==> config.mk <==
export PLATFORM = sky130hd
export DESIGN_NAME = vji_dr_scheduler
export DESIGN_NICKNAME = d
export VERILOG_FILES = /design/src/rtl/vji_dr_scheduler.sv
export SDC_FILE = /design/constraint.sdc
export NUM_CORES = 1
export LEC_CHECK = 0
export ABC_AREA = 0
export BUFFER_PORTS_ARGS = -buffer_cell sky130_fd_sc_hd__buf_2
export CAP_MARGIN = 25
export CORE_AREA = 5 5 151 153
export DETAILED_ROUTE_END_ITERATION = 16
export DIE_AREA = 0 0 156 158
export SYNTH_ARGS = -nofsm -noshare
export SYNTH_HDL_FRONTEND = slang
export SYNTH_SLANG_ARGS = --single-unit
==> constraint.sdc <==
create_clock -name tck -period 7.6 [get_ports tck]
set_clock_uncertainty 0.15 [all_clocks]
set_input_delay 0 -clock tck [delete_from_list [all_inputs] [get_ports tck]]
set_output_delay 0 -clock tck [all_outputs]
set_load 0.005 [all_outputs]
==> src/rtl/vji_dr_scheduler.sv <==
// Virtual JTAG DR sequencer: captures, shifts and updates the bypass, timestamp,
// control and status data registers, and hands committed control words to user logic.
module vji_dr_scheduler #(
  parameter int CTRL_W = 16
) (
  input  logic              tck,
  input  logic              reset_n,
  input  logic [1:0]        ir_in,
  input  logic              tdi,
  input  logic              v_cdr,
  input  logic              v_sdr,
  input  logic              v_e1dr,
  input  logic              v_pdr,
  input  logic              v_e2dr,
  input  logic              v_udr,
  output logic              tdo,
  output logic [1:0]        ir_out,
  input  logic [45:0]       stamp_in,
  output logic [CTRL_W-1:0] ctrl_out,
  output logic              ctrl_valid,
  input  logic              ctrl_ready
);

  localparam logic [6:0] CtrlWidth = 7'(CTRL_W);

  typedef enum logic [2:0] {IDLE, CAPTURE, SHIFT, PAUSE, UPDATE} state_e;

  state_e            state_q, state_d;
  logic              e2Seen_q, e2Seen_d;
  logic [63:0]       shift_q, shift_d;
  logic [6:0]        bitCnt_q, bitCnt_d;
  logic              bypass_q, bypass_d;
  logic [1:0]        scanIr_q, scanIr_d;
  logic [CTRL_W-1:0] ctrlOut_q, ctrlOut_d;
  logic              ctrlValid_q, ctrlValid_d;
  logic [5:0]        updCnt_q, updCnt_d;
  logic              overrun_q, overrun_d;
  logic              lengthErr_q, lengthErr_d;
  logic              clrPend_q, clrPend_d;

  logic              captureEn, shiftEn, commit, overrunEvt, lengthEvt;
  logic [6:0]        width;
  logic [63:0]       captureVal;

  function automatic logic [63:0] widthMask(input logic [6:0] w);
    if (w >= 7'd64) return '1;
    return (64'd1 << w) - 64'd1;
  endfunction

  always_ff @(posedge tck) begin
    if (!reset_n) begin
      state_q     <= IDLE;
      e2Seen_q    <= 1'b0;
      shift_q     <= '0;
      bitCnt_q    <= '0;
      bypass_q    <= 1'b0;
      scanIr_q    <= '0;
      ctrlOut_q   <= '0;
      ctrlValid_q <= 1'b0;
      updCnt_q    <= '0;
      overrun_q   <= 1'b0;
      lengthErr_q <= 1'b0;
      clrPend_q   <= 1'b0;
    end else begin
      state_q     <= state_d;
      e2Seen_q    <= e2Seen_d;
      shift_q     <= shift_d;
      bitCnt_q    <= bitCnt_d;
      bypass_q    <= bypass_d;
      scanIr_q    <= scanIr_d;
      ctrlOut_q   <= ctrlOut_d;
      ctrlValid_q <= ctrlValid_d;
      updCnt_q    <= updCnt_d;
      overrun_q   <= overrun_d;
      lengthErr_q <= lengthErr_d;
      clrPend_q   <= clrPend_d;
    end
  end

  // Strobe tracking; a pause only resumes shifting once exit2 has been seen.
  always_comb begin
    state_d  = state_q;
    e2Seen_d = e2Seen_q;
    if (v_udr) begin
      state_d = UPDATE;
    end else if (v_cdr) begin
      state_d = CAPTURE;
    end else begin
      case (state_q)
        UPDATE:  state_d = IDLE;
        CAPTURE: if (v_sdr) state_d = SHIFT;
        SHIFT:   if (v_e1dr || v_pdr) state_d = PAUSE;
        PAUSE: begin
          if (v_e2dr) e2Seen_d = 1'b1;
          else if (v_sdr && e2Seen_q) state_d = SHIFT;
        end
        default: state_d = state_q;
      endcase
    end
    if (state_d != PAUSE) e2Seen_d = 1'b0;
  end

  always_comb begin
    case (ir_in)
      2'd0:    width = 7'd1;
      2'd1:    width = 7'd46;
      2'd2:    width = CtrlWidth;
      default: width = 7'd8;
    endcase
    case (ir_in)
      2'd0:    captureVal = '0;
      2'd1:    captureVal = 64'(stamp_in);
      2'd2:    captureVal = 64'(ctrlOut_q);
      default: captureVal = 64'({overrun_q, lengthErr_q, updCnt_q});
    endcase
  end

  assign captureEn = v_cdr && !v_udr;
  assign shiftEn   = v_sdr && (state_d == SHIFT);

  always_comb begin
    shift_d  = shift_q;
    bitCnt_d = bitCnt_q;
    bypass_d = bypass_q;
    scanIr_d = scanIr_q;
    if (captureEn) begin
      shift_d  = captureVal;
      bitCnt_d = '0;
      bypass_d = 1'b0;
      scanIr_d = ir_in;
    end else if (shiftEn) begin
      shift_d  = ((shift_q >> 1) & widthMask(width - 7'd1)) | ({63'd0, tdi} << (width - 7'd1));
      bitCnt_d = (bitCnt_q == 7'd127) ? bitCnt_q : bitCnt_q + 7'd1;
      bypass_d = tdi;
      scanIr_d = ir_in;
    end
  end

  // A commit into a word being consumed this cycle keeps valid high.
  always_comb begin
    commit     = 1'b0;
    overrunEvt = 1'b0;
    lengthEvt  = 1'b0;
    if (state_q == UPDATE && ir_in == 2'd2) begin
      if (bitCnt_q != CtrlWidth) lengthEvt = 1'b1;
      else if (ctrlValid_q && !ctrl_ready) overrunEvt = 1'b1;
      else commit = 1'b1;
    end

    ctrlOut_d   = ctrlOut_q;
    ctrlValid_d = ctrlValid_q;
    updCnt_d    = updCnt_q;
    if (ctrlValid_q && ctrl_ready) ctrlValid_d = 1'b0;
    if (commit) begin
      ctrlOut_d   = shift_q[CTRL_W-1:0];
      ctrlValid_d = 1'b1;
      updCnt_d    = updCnt_q + 6'd1;
    end

    clrPend_d   = captureEn && (ir_in == 2'd3);
    overrun_d   = overrunEvt || (overrun_q && !clrPend_q);
    lengthErr_d = lengthEvt || (lengthErr_q && !clrPend_q);
  end

  assign tdo        = (scanIr_q == 2'd0) ? bypass_q : shift_q[0];
  assign ir_out     = {ctrlValid_q, lengthErr_q | overrun_q};
  assign ctrl_out   = ctrlOut_q;
  assign ctrl_valid = ctrlValid_q;

endmodule

==> results.json <==
{
  "cts_made_buffers": 9,
  "grt_pass1_vias": 4875,
  "worst_ep_required_time_ns": 7.71,
  "synth_seq_cells": 104,
  "finalWorstSetupSlack_ns": 4.31,
  "clk_latency_ns": 0.36,
  "final_core_util": 0.309,
  "synthCells": 658,
  "synthFlopType": "dfxtp_1",
  "path_class": "in2reg",
  "maxSlewHeadroom": 0.411,
  "gr-usage-met2": 0.207,
  "crit_slowest_cell": "and2_1",
  "reg2reg_slack_ns": 4.76,
  "grt_busiest_layer": "met2",
  "yosysUniqueCellTypes": 55,
  "finalHoldViolCount": 0,
  "cts_resized": 0,
  "layout.cells.most_common": "dfxtp_1",
  "fillers": 2299,
  "core_um2": 21400,
  "stdcell_count": 1034,
  "use_met3": 0.0262,
  "ys_top_cells_by_area": "dfxtp_1 40%, a21oi_1 6.9%, nand2_1 6.0%",
  "synth_top_area_cell": "dfxtp_1",
  "cts.htree.levels": 3,
  "power.density_nw_per_um2": 183,
  "clkTransAtPathRegs_ns": 0.08,
  "crit_family": "simple AND/OR/NAND/NOR gates",
  "post_cts_buffers": 0,
  "status": "finished, final reports clean",
  "antenna_found_initial": 1,
  "vdd_drop_max_mv": 0.127,
  "max_stage_delay_ns": 0.81,
  "final.setup.tns_ns": 0,
  "hold_path.class": "in2reg",
  "finalSetupViolCount": 0,
  "diodes": 0,
  "ys_async_sr_fraction": 0,
  "dpl.hpwl_um": 11400,
  "final_layout_size_suffix_gt1_frac": 0.150,
  "grt_pass1_wl_um": 27100,
  "overflow": 0,
  "routabilityCongestion": 0.863,
  "startpoint_type": "primary input",
  "dp_slack_ns": 4.57,
  "die_h_um": 158,
  "fin_nets": 820,
  "fin_area_um2": 6610,
  "fmax_mhz": 304,
  "worst_pin_slew_ns": 0.882,
  "ys_seq_area_frac": 0.399,
  "postPlaceCellArea_um2": 5790,
  "start_util": 0.244,
  "yosys_warnings": 0,
  "final_cell_mix": "104 x dfxtp_1, 84 x nand2_1, 77 x buf_2, 72 x a21oi_1, 55 x nor2_1",
  "crit_path_cell_trace": "dlygate4sd3_1 -> buf_2 -> inv_1 -> ha_1 -> buf_4 -> nor2b_1 -> and2_1 -> a22oi_1 -> a211oi_1",
  "min_period_over_period": 0.433,
  "dieArea_um2": 24600,
  "synth-edff-count": 0,
  "use_met1": 0.199,
  "cp_max_fo": 36,
  "syn_nets": 729,
  "multiInputGateArea_um2": 2860,
  "cts_root_buffer": "clkbuf_16",
  "min_period_ns": 3.29,
  "netlist_area_um2": 5220,
  "drtIter0Drc": 561,
  "hold_buffers": 50,
  "grtUsageTotal": 0.138,
  "port_buffers": 77,
  "netlist.area_leader.share": 0.399,
  "p_total_mw": 1.21,
  "path_buf_inv": 4,
  "drc": 0,
  "io_pins": 78,
  "cts_tree": "built",
  "cp_data_arrival_time_ns": 3.40,
  "cap_violations": 0,
  "finalWirelength_um": 17200,
  "area_delta_synth_final_pct": 26.7,
  "viasPerCell": 5.01,
  "antenna_left": 0,
  "avgRoutedWirePerCell_um": 16.6,
  "endpoint_kind": "register",
  "vias": 5182,
  "drtPass1Iterations": 5,
  "cellLeakagePower_nw": 2.54,
  "avgSynthCellArea_um2": 7.93,
  "hold_slack_ns": 0.0142,
  "dpl.cell_count": 968,
  "rows": 54,
  "grt_setup_unrepaired": "false",
  "clk_path_buf_depth": 2,
  "cts.sink_count": 104,
  "regArea_um2": 2080,
  "fp.dieW_um": 156,
  "slew_violations": 0,
  "grt_max_degree": 70
}
## state kept, by name, indices dropped and copies added (netlist names)
register and count:
bitCnt_q 7, overrun_q 1, scanIr_q 2, lengthErr_q 1
updCnt_q 6, shift_q 64, e2Seen_q 1, bypass_q 1
ctrl_valid 1, clrPend_q 1, ctrl_out 16, state_q 3
## power breakdown
group | switching [mW] | internal (mW) | total [mW]
Clock | 0.222 | 0.270 | 0.492
Sequential | 0.00920 | 0.558 | 0.567
Combinational | 0.0926 | 0.0576 | 0.150
## per-layer routing
| metal | vias to the layer above | part of all wire |
|---|---|---|
| li1 | 2562 | - |
| met1 | 2466 | 0.48 |
| met2 | 137 | 0.44 |
| met3 | 17 | 0.062 |
| met4 | 0 | 0.016 |
| met5 | - | 0 |
## cells in the mapped netlist (5+ instances only)
library cell / instances
dfxtp_1: 104
nand2_1: 84
a21oi_1: 72
nor2_1: 55
nand3_1: 43
clkbuf_1: 36
o21ai_0: 36
mux2i_1: 16
nand3b_1: 16
buf_2: 14
ha_1: 13
nor3_1: 13
a22oi_1: 12
a31oi_1: 12
inv_1: 12
a32oi_1: 11
a311oi_1: 10
nand4_1: 9
nor2b_1: 8
o31ai_1: 8
nor4_1: 7
and3_1: 5
## final cells by class
cell class              instances  share of cell area
clock buffers                  10              0.0362
flip-flops and latches        104               0.315
repair buffers                136               0.144
well taps                     280              0.0530
multi-input cells             485               0.433
inverters                      13             0.00738
clock inverters                 6              0.0115
## kinds of logic (layout without fill, tap and decap cells)
group                      Yosys count  in the layout  synth area share
and+or+nand+nor                    262            262             0.247
DFF                                104            104             0.399
AOI/OAI and AO/OA                  185            185             0.222
adders and majority gates           13             13            0.0312
buffers and inverters               69            165            0.0547
xor gates and xnor gates             8              8            0.0134
muxes                               17             17            0.0329
## final timing paths
| path | from | endpoint | cells past startpoint |
|---|---|---|---|
| max | ir_in[1] | shift_q[28] | 9 |
| min | stamp_in[7] | shift_q[7] | 5 |
| max reg2reg | state_q[0] | shift_q[34] | 6 |
| min reg2reg | shift_q[44] | shift_q[44] | 2 |
## worst register-to-register path: cells and delay by family, from the launching register on
family	cells	cell delay, ns
DFF	1	0.49
AOI/OAI and AO/OA	2	0.49
and+or+nand+nor	3	1.08
buffers and inverters	1	0.55
Note: power is estimated with default switching activity, not from simulation.
